File: src/rtl/eeprom_arbiter_if.sv
// Bus between the arbiter and the EEPROM serial master: start pulses, address/data
// out, completion pulse and read byte back.
interface eeprom_arbiter_if;
    logic        EE_WR;
    logic        EE_RD;
    logic [10:0] EE_ADDR;
    logic [7:0]  EE_WDATA;
    logic        EE_ACK;
    logic [7:0]  EE_RDATA;

    modport master (
        output EE_WR, EE_RD, EE_ADDR, EE_WDATA,
        input  EE_ACK, EE_RDATA
    );

    modport slave (
        input  EE_WR, EE_RD, EE_ADDR, EE_WDATA,
        output EE_ACK, EE_RDATA
    );
endinterface

File: src/rtl/eeprom_arbiter.sv
// Two-port round-robin arbiter in front of a single EEPROM serial master, with
// an ack timeout and a post-write idle gap.
module eeprom_arbiter #(
    parameter int unsigned TIMEOUT = 4096,
    parameter int unsigned WR_GAP  = 1024
) (
    input  logic                  CLK,
    input  logic                  RESET,
    input  logic                  REQ0,
    input  logic                  REQ1,
    input  logic                  WE0,
    input  logic                  WE1,
    input  logic [10:0]           ADDR0,
    input  logic [10:0]           ADDR1,
    input  logic [7:0]            WDATA0,
    input  logic [7:0]            WDATA1,
    output logic                  DONE0,
    output logic                  DONE1,
    output logic                  ERR,
    output logic [7:0]            RDATA,
    output logic                  BUSY,
    output logic [2:0]            state_dbg,
    eeprom_arbiter_if.master      ee
);

    // Handshakes: REQn is a level held until its one-cycle DONEn pulse; EE_WR/EE_RD
    // are one-cycle start pulses and EE_ACK is a one-cycle completion pulse that
    // only counts while waiting for it.
    localparam logic [2:0] S_IDLE  = 3'd0;
    localparam logic [2:0] S_ISSUE = 3'd1;
    localparam logic [2:0] S_WAIT  = 3'd2;
    localparam logic [2:0] S_DONE  = 3'd3;
    localparam logic [2:0] S_GAP   = 3'd4;

    localparam logic [15:0] TIMEOUT_M1 = 16'(TIMEOUT - 1);
    localparam logic [15:0] WR_GAP_M1  = 16'(WR_GAP - 1);

    logic [2:0]  state;
    logic [15:0] cnt;
    logic        cur_port;
    logic        cur_we;
    logic        last_port;
    logic        grant1;

    // Port 1 wins if it is the only requester, or if both request and 0 was served last.
    assign grant1    = REQ1 & (~REQ0 | ~last_port);
    assign state_dbg = state;

    always_ff @(posedge CLK) begin
        if (RESET) begin
            state       <= S_IDLE;
            cnt         <= 16'd0;
            cur_port    <= 1'b0;
            cur_we      <= 1'b0;
            last_port   <= 1'b1;
            DONE0       <= 1'b0;
            DONE1       <= 1'b0;
            ERR         <= 1'b0;
            RDATA       <= 8'h00;
            BUSY        <= 1'b0;
            ee.EE_WR    <= 1'b0;
            ee.EE_RD    <= 1'b0;
            ee.EE_ADDR  <= 11'd0;
            ee.EE_WDATA <= 8'd0;
        end else begin
            case (state)
                S_IDLE: begin
                    if (REQ0 || REQ1) begin
                        cur_port    <= grant1;
                        cur_we      <= grant1 ? WE1 : WE0;
                        ee.EE_ADDR  <= grant1 ? ADDR1 : ADDR0;
                        ee.EE_WDATA <= grant1 ? WDATA1 : WDATA0;
                        ee.EE_WR    <= grant1 ? WE1 : WE0;
                        ee.EE_RD    <= grant1 ? ~WE1 : ~WE0;
                        BUSY        <= 1'b1;
                        state       <= S_ISSUE;
                    end
                end
                S_ISSUE: begin
                    ee.EE_WR <= 1'b0;
                    ee.EE_RD <= 1'b0;
                    cnt      <= 16'd0;
                    state    <= S_WAIT;
                end
                S_WAIT: begin
                    // A late ack on the final counted cycle still counts as success.
                    if (ee.EE_ACK) begin
                        ERR   <= 1'b0;
                        DONE0 <= ~cur_port;
                        DONE1 <= cur_port;
                        if (!cur_we) RDATA <= ee.EE_RDATA;
                        state <= S_DONE;
                    end else if (cnt == TIMEOUT_M1) begin
                        ERR   <= 1'b1;
                        DONE0 <= ~cur_port;
                        DONE1 <= cur_port;
                        state <= S_DONE;
                    end else begin
                        cnt <= cnt + 16'd1;
                    end
                end
                S_DONE: begin
                    DONE0     <= 1'b0;
                    DONE1     <= 1'b0;
                    ERR       <= 1'b0;
                    last_port <= cur_port;
                    cnt       <= 16'd0;
                    if (cur_we && !ERR && (WR_GAP > 0)) begin
                        state <= S_GAP;
                    end else begin
                        BUSY  <= 1'b0;
                        state <= S_IDLE;
                    end
                end
                S_GAP: begin
                    if (cnt == WR_GAP_M1) begin
                        BUSY  <= 1'b0;
                        state <= S_IDLE;
                    end else begin
                        cnt <= cnt + 16'd1;
                    end
                end
                default: begin
                    BUSY  <= 1'b0;
                    state <= S_IDLE;
                end
            endcase
        end
    end

endmodule

File: src/flat_wrapper.sv
// flat-port wrapper written by rule: the top's interface ports become plain ports
module eeprom_arbiter_flat 
#(
    parameter int unsigned TIMEOUT = 4096,
    parameter int unsigned WR_GAP  = 1024
)
  (CLK, RESET, REQ0, REQ1, WE0, WE1, ADDR0, ADDR1, WDATA0, WDATA1, DONE0, DONE1, ERR, RDATA, BUSY, state_dbg, ee_EE_WR, ee_EE_RD, ee_EE_ADDR, ee_EE_WDATA, ee_EE_ACK, ee_EE_RDATA);
  eeprom_arbiter_if ee_i ();
  input  logic CLK;
  input  logic RESET;
  input  logic REQ0;
  input  logic REQ1;
  input  logic WE0;
  input  logic WE1;
  input  logic [10:0] ADDR0;
  input  logic [10:0] ADDR1;
  input  logic [7:0] WDATA0;
  input  logic [7:0] WDATA1;
  output logic DONE0;
  output logic DONE1;
  output logic ERR;
  output logic [7:0] RDATA;
  output logic BUSY;
  output logic [2:0] state_dbg;
  output wire logic [$bits(ee_i.EE_WR)-1:0] ee_EE_WR;
  output wire logic [$bits(ee_i.EE_RD)-1:0] ee_EE_RD;
  output wire logic [$bits(ee_i.EE_ADDR)-1:0] ee_EE_ADDR;
  output wire logic [$bits(ee_i.EE_WDATA)-1:0] ee_EE_WDATA;
  input wire logic [$bits(ee_i.EE_ACK)-1:0] ee_EE_ACK;
  input wire logic [$bits(ee_i.EE_RDATA)-1:0] ee_EE_RDATA;
  assign ee_EE_WR = ee_i.EE_WR;
  assign ee_EE_RD = ee_i.EE_RD;
  assign ee_EE_ADDR = ee_i.EE_ADDR;
  assign ee_EE_WDATA = ee_i.EE_WDATA;
  assign ee_i.EE_ACK = ee_EE_ACK;
  assign ee_i.EE_RDATA = ee_EE_RDATA;
  eeprom_arbiter #(.TIMEOUT(TIMEOUT), .WR_GAP(WR_GAP)) u_core (.CLK(CLK), .RESET(RESET), .REQ0(REQ0), .REQ1(REQ1), .WE0(WE0), .WE1(WE1), .ADDR0(ADDR0), .ADDR1(ADDR1), .WDATA0(WDATA0), .WDATA1(WDATA1), .DONE0(DONE0), .DONE1(DONE1), .ERR(ERR), .RDATA(RDATA), .BUSY(BUSY), .state_dbg(state_dbg), .ee(ee_i));
endmodule
File: config.mk
export PLATFORM = sky130hd
export DESIGN_NAME = eeprom_arbiter_flat
export DESIGN_NICKNAME = d
export VERILOG_FILES = /design/src/rtl/eeprom_arbiter_if.sv /design/src/rtl/eeprom_arbiter.sv /design/src/flat_wrapper.sv
export SDC_FILE = /design/constraint.sdc
export NUM_CORES = 1
export LEC_CHECK = 0
export CORE_UTILIZATION = 46
export CTS_CLUSTER_SIZE = 8
export DETAILED_ROUTE_END_ITERATION = 16
export PLACE_DENSITY_LB_ADDON = 0.12
export SLEW_MARGIN = 20
export SYNTH_ARGS = -nofsm -noshare
export SYNTH_HDL_FRONTEND = slang
export SYNTH_SLANG_ARGS = --single-unit
export TNS_END_PERCENT = 5
File: constraint.sdc
create_clock -name CLK -period 2.4 [get_ports CLK]
set_input_delay 0.48 -clock CLK [delete_from_list [all_inputs] [get_ports CLK]]
set_output_delay 0.48 -clock CLK [all_outputs]
set_load 0.01 [all_outputs]
* Word level (Yosys, flattened, before mapping)
Cells that the tools add are included.
** Cells by class
- Mux-type cells :: 31
- $add $sub $neg :: 1
- Eq/ne operators :: 13
- Bitwise operators :: 9
- Reduce and logical (&&, ||, !) cells :: 16
** Operators with widths (count)
- 16-bit two-way mux :: 3
- 16-bit one-hot mux with 3 select lines :: 1
- 16-bit by 1-bit adder with 16-bit output, second input constant :: 1
- 16-bit by 10-bit equality test with 1-bit output, second input constant :: 1
- 16-bit by 12-bit equality test with 1-bit output, second input constant :: 1
- 3-bit two-way mux :: 5
- 3-bit one-hot mux with 5 select lines :: 1
- 1-bit two-way mux :: 13
- 11-bit two-way mux :: 1
- 1-bit one-hot mux with 2 select lines :: 5
- 8-bit two-way mux :: 1
- 2-bit inequality test, second input constant :: 4
- 4-bit AND reduction :: 2
- 1-bit inverter :: 7
- 3-bit by 2-bit equality test with 1-bit output, second input constant :: 2
- 2-bit AND reduction :: 3
- 3-bit AND reduction :: 2
- 2-bit by 1-bit inequality test with 1-bit output, second input constant :: 2
- 1-bit one-hot mux with 4 select lines :: 1
- 2-bit nonzero test :: 2
- 2-bit OR reduction :: 2
- 3-bit by 1-bit equality test with 1-bit output, second input constant :: 1
- 3-bit equality test, second input constant :: 1
- 3-bit zero test :: 1
- 7 further kinds :: 7
** Storage, ports and cells
- Input port bits :: 53
- Logic and storage cells :: 84
- Register bits after elaboration :: 55
- Output and inout bits :: 36

* Depth between registers and ports, before layout
- Word-level depth :: 6
- Mapped depth :: 8
- Depth with buffers taken out :: 6

* Worst setup path before layout
Ideal clock, no wire load.
- Kind :: reg-to-reg
- Start :: register u_core.cnt[0]
- End :: register u_core.cnt[7]
- Arrival time :: 1.788 ns
- Required time :: 2.304 ns
- Period minus slack after synthesis :: 1.883 ns
- Library setup time :: 0.096 ns
- Path slack :: 0.517 ns
- Cell stages (with the launch flop) :: 8
- Buffers on the path :: 1
- Cell sequence :: dfxtp_1 -> ha_1 -> and4_1 -> nand3_2 -> o32ai_2 -> or3_1 -> buf_6 -> o41ai_2
** On the way
- Longest elaborated chain between the ends :: 4
- Elaborated cells on any way between the ends :: 10
- Those cells by class :: add/sub (1); eq/ne (4); mux (4); reduce/logical (1)
** Ends and longest elaborated chain
- start: declaration :: RTL line eeprom_arbiter.sv:39 : logic [15:0] cnt;
- start signal: assignment :: RTL line eeprom_arbiter.sv:99 : cnt <= cnt + 16'd1;
- start signal: assignment :: RTL line eeprom_arbiter.sv:120 : cnt <= cnt + 16'd1;
- 16-bit by 1-bit adder with 16-bit output :: RTL line eeprom_arbiter.sv:99, eeprom_arbiter.sv:120
- 16-bit two-way mux :: RTL line eeprom_arbiter.sv:93 : end else if (cnt == TIMEOUT_M1) begin
- 16-bit two-way mux :: RTL line eeprom_arbiter.sv:87 : if (ee.EE_ACK) begin
- 16-bit one-hot mux with 3 select lines :: RTL line eeprom_arbiter.sv:66 : case (state)
Several ways; a longest one is shown, not always the timed one. The select of a mux whose other input is x is not followed.
A chain may end at the register's enable or synchronous reset.

* Worst setup path in the final report
Same ends and word-level chain as after synthesis.

==> results.tsv <==
metric	value	unit
DRT met1 WL	2.76	mm
Met3 Routed Length	563	um
CP Capture Point	u_core.cnt[7]	
Final ANT Viol Nets	0	
startpoint types	flop	
peak supply drop	303	uV
P per Cell Area	612	nW/um^2
nets	436	
crit path DAT	2320	ps
synth warn	0	
TritonCTS buffer count	5	
routability cong.	0.823	
Rel. slew slack	0.606	
fraction of final layout cells sized beyond drive strength 1	0.0992	
clock-pin slew on the worst setup and hold paths	100	ps
antenna cells	0	
DR vias/cell	5.50	
worst-path maximum fanout	5	
Netlist cell types	51	
post-DP HPWL	4.64	mm
Core Area	5610	um^2
final setup fails	0	
Hold Vio Cnt, Final	0	
status	finished, final reports clean	
CTS tree	built	
Mapped Cells	297	
port buffer count	88	
htree depth	2	
Syn Std Cell Area	2710	um^2
1st-iter DRT viols	205	
global route total overflow	0	
FFs w/ async S/R, synth	0	
worst r2r dst	u_core.cnt[7]	
post-CTS setup buffer count	0	
worst-margin pin slew	588	ps
hold buffers post-CTS	0	
DRC	0	
Placement Rows	27	
vias in the first global route	2298	
register area share after synthesis	0.406	
1st-pass router iterations	4	
most frequent cell after synthesis	dfxtp_1	
global-route wire length before repair	10.6	mm
min-delay src	u_core.DONE1	
period utilisation layout	0.872	
vias	2504	
initial core utilization	0.484	
syn_nets	351	
RSZ-0062 raised after global routing	false	
Clk Latency, worst-skew pair	310	ps
Setup Crit Path Kind	flop to flop	
CTS root buf	clkbuf_8	
Top-Level Pins	89	
Slew Limit Fails	0	
worst hold margin	462	ps
largest net degree at the start of global routing	31	
FF+latch count, synth	55	
total routed wirelength	6.29	mm
Layout Skew	12.5	ps
DR WL/cell	13.8	um
CP endpoint kind	flop	
EDFF count, synth	0	
DR top layer	met4	
Syn-to-layout area delta	38.8	%
die height	78.8	um
setup TNS	0	ps
Die ar.	6210	um^2
path depth of the worst reg2reg path	7	
HP Class	flop to flop	
Leak	0.00140	uW
Avg Cell Area, Syn	9.13	um^2
Synth area leader	dfxtp_1	
metal2 WL	2.89	mm
CTS resizes	0	
Synth area leaders	dfxtp_1 (41%), mux2i_1 (10%), nor2_1 (5.7%)	
initial antenna violation count	0	
share of the synthesized area in the top cell type	0.406	
WP data required	2620	ps
Fmax achieved	478	MHz
Primary FF master, synth	dfxtp_1	
max-capacitance violation count	0	
most frequent cells after synthesis	dfxtp_1 (55), nor2_1 (41), mux2i_1 (28)	
Reg2Reg Launch Point	u_core.cnt[0]	
Die W	78.8	um
R2R setup slack	310	ps
CP startpoint	u_core.cnt[0]	
clock sink count	55	
Clock Path Buffers	2	
GRT Total Usage	0.214	
Tmin final	2090	ps
-- flip-flops by register name (all words and copies together), names as in the netlist --
signal	count
u_core.RDATA	8
u_core.last_port	1
u_core.BUSY	1
u_core.ee.EE_RD	1
u_core.ee.EE_WDATA	8
u_core.DONE0	1
u_core.DONE1	1
u_core.ee.EE_WR	1
u_core.cur_port	1
u_core.cur_we	1
u_core.ERR	1
u_core.ee.EE_ADDR	11
u_core.cnt	16
u_core.state_dbg	3
-- per-layer routing --
layer / GRT usage / vias to the layer above
li1: - / 1282
met1: 0.266 / 1118
met2: 0.350 / 98
met3: 0.0644 / 6
met4: 0.0722 / 0
met5: 0 / -
-- cells in the final DEF, fill, tap and decap left out, drive strengths merged, types with 2 or more instances in the layout --
master / instances
a211oi: 20
a21boi: 2
a21oi: 12
a31oi: 2
a32oi: 2
and2: 3
and3: 2
and4: 5
buf: 16
clkbuf: 7
clkdlybuf4s50: 87
dfxtp: 55
inv: 4
mux2i: 28
nand2: 17
nand2b: 3
nand3: 10
nand4: 5
nor2: 41
nor2b: 2
nor3: 6
nor4: 2
o211ai: 3
o21a: 3
o21ai: 9
o311ai: 8
o41ai: 8
or3: 3
or4: 4
-- cell type report --
class | instances | area, um^2
clock buffer | 7 | 96.3
multi-input combinational | 213 | 1470
timing repair buffer | 103 | 988
tap | 72 | 90.1
inverter | 4 | 15.0
clock inverter | 1 | 7.51
sequential | 55 | 1100
fill | 507 | 1840
-- cells by family after synthesis --
kind of cell | share of synthesized area
buf+inv | 0.0544
simple gates | 0.206
mux | 0.103
fa+ha+maj | 0.00461
xor+xnor | 0.00323
flops | 0.406
compound gates | 0.223
-- power breakdown --
group	switching, uW	leakage (uW)	internal (uW)
logic	319	0.000903	360
clock network	299	0.0000505	263
registers	61.0	0.000450	1000
-- worst min-delay path by stage --
stage                       end  depth (start not counted)
6_report           u_core.DONE1                          2
5_1_grt         u_core.ee.EE_RD                          2
4_1_cts            u_core.DONE1                          2
3_5_place_dp       u_core.DONE1                          2
3_3_place_gp       u_core.DONE1                          2
2_1_floorplan  u_core.last_port                          2
-- critical path, cell delays in order (launching register included) --
cell and delay [ps]:
dfxtp_1 350, ha_1 260, and4_1 260, nand3_2 140
o32ai_2 110, or3_1 450, buf_4 190, o41ai_2 270
-- stage by stage --
| stage | total power, uW | util | instance area [um^2] | std cells | setup slack (ps) |
|---|---|---|---|---|---|
| after global placement | 1760 | 0.653 | 3660 | 447 | 64.3 |
| final | 2300 | 0.672 | 3770 | 455 | 307 |
| after global routing | 2450 | 0.672 | 3770 | 455 | 183 |
| after floorplan | 1450 | - | 2710 | 297 | 517 |
| after CTS | 2330 | 0.672 | 3770 | 455 | 306 |
| after detailed placement | 1770 | 0.653 | 3660 | 447 | 37.9 |
(Power assumes the default switching activity.)
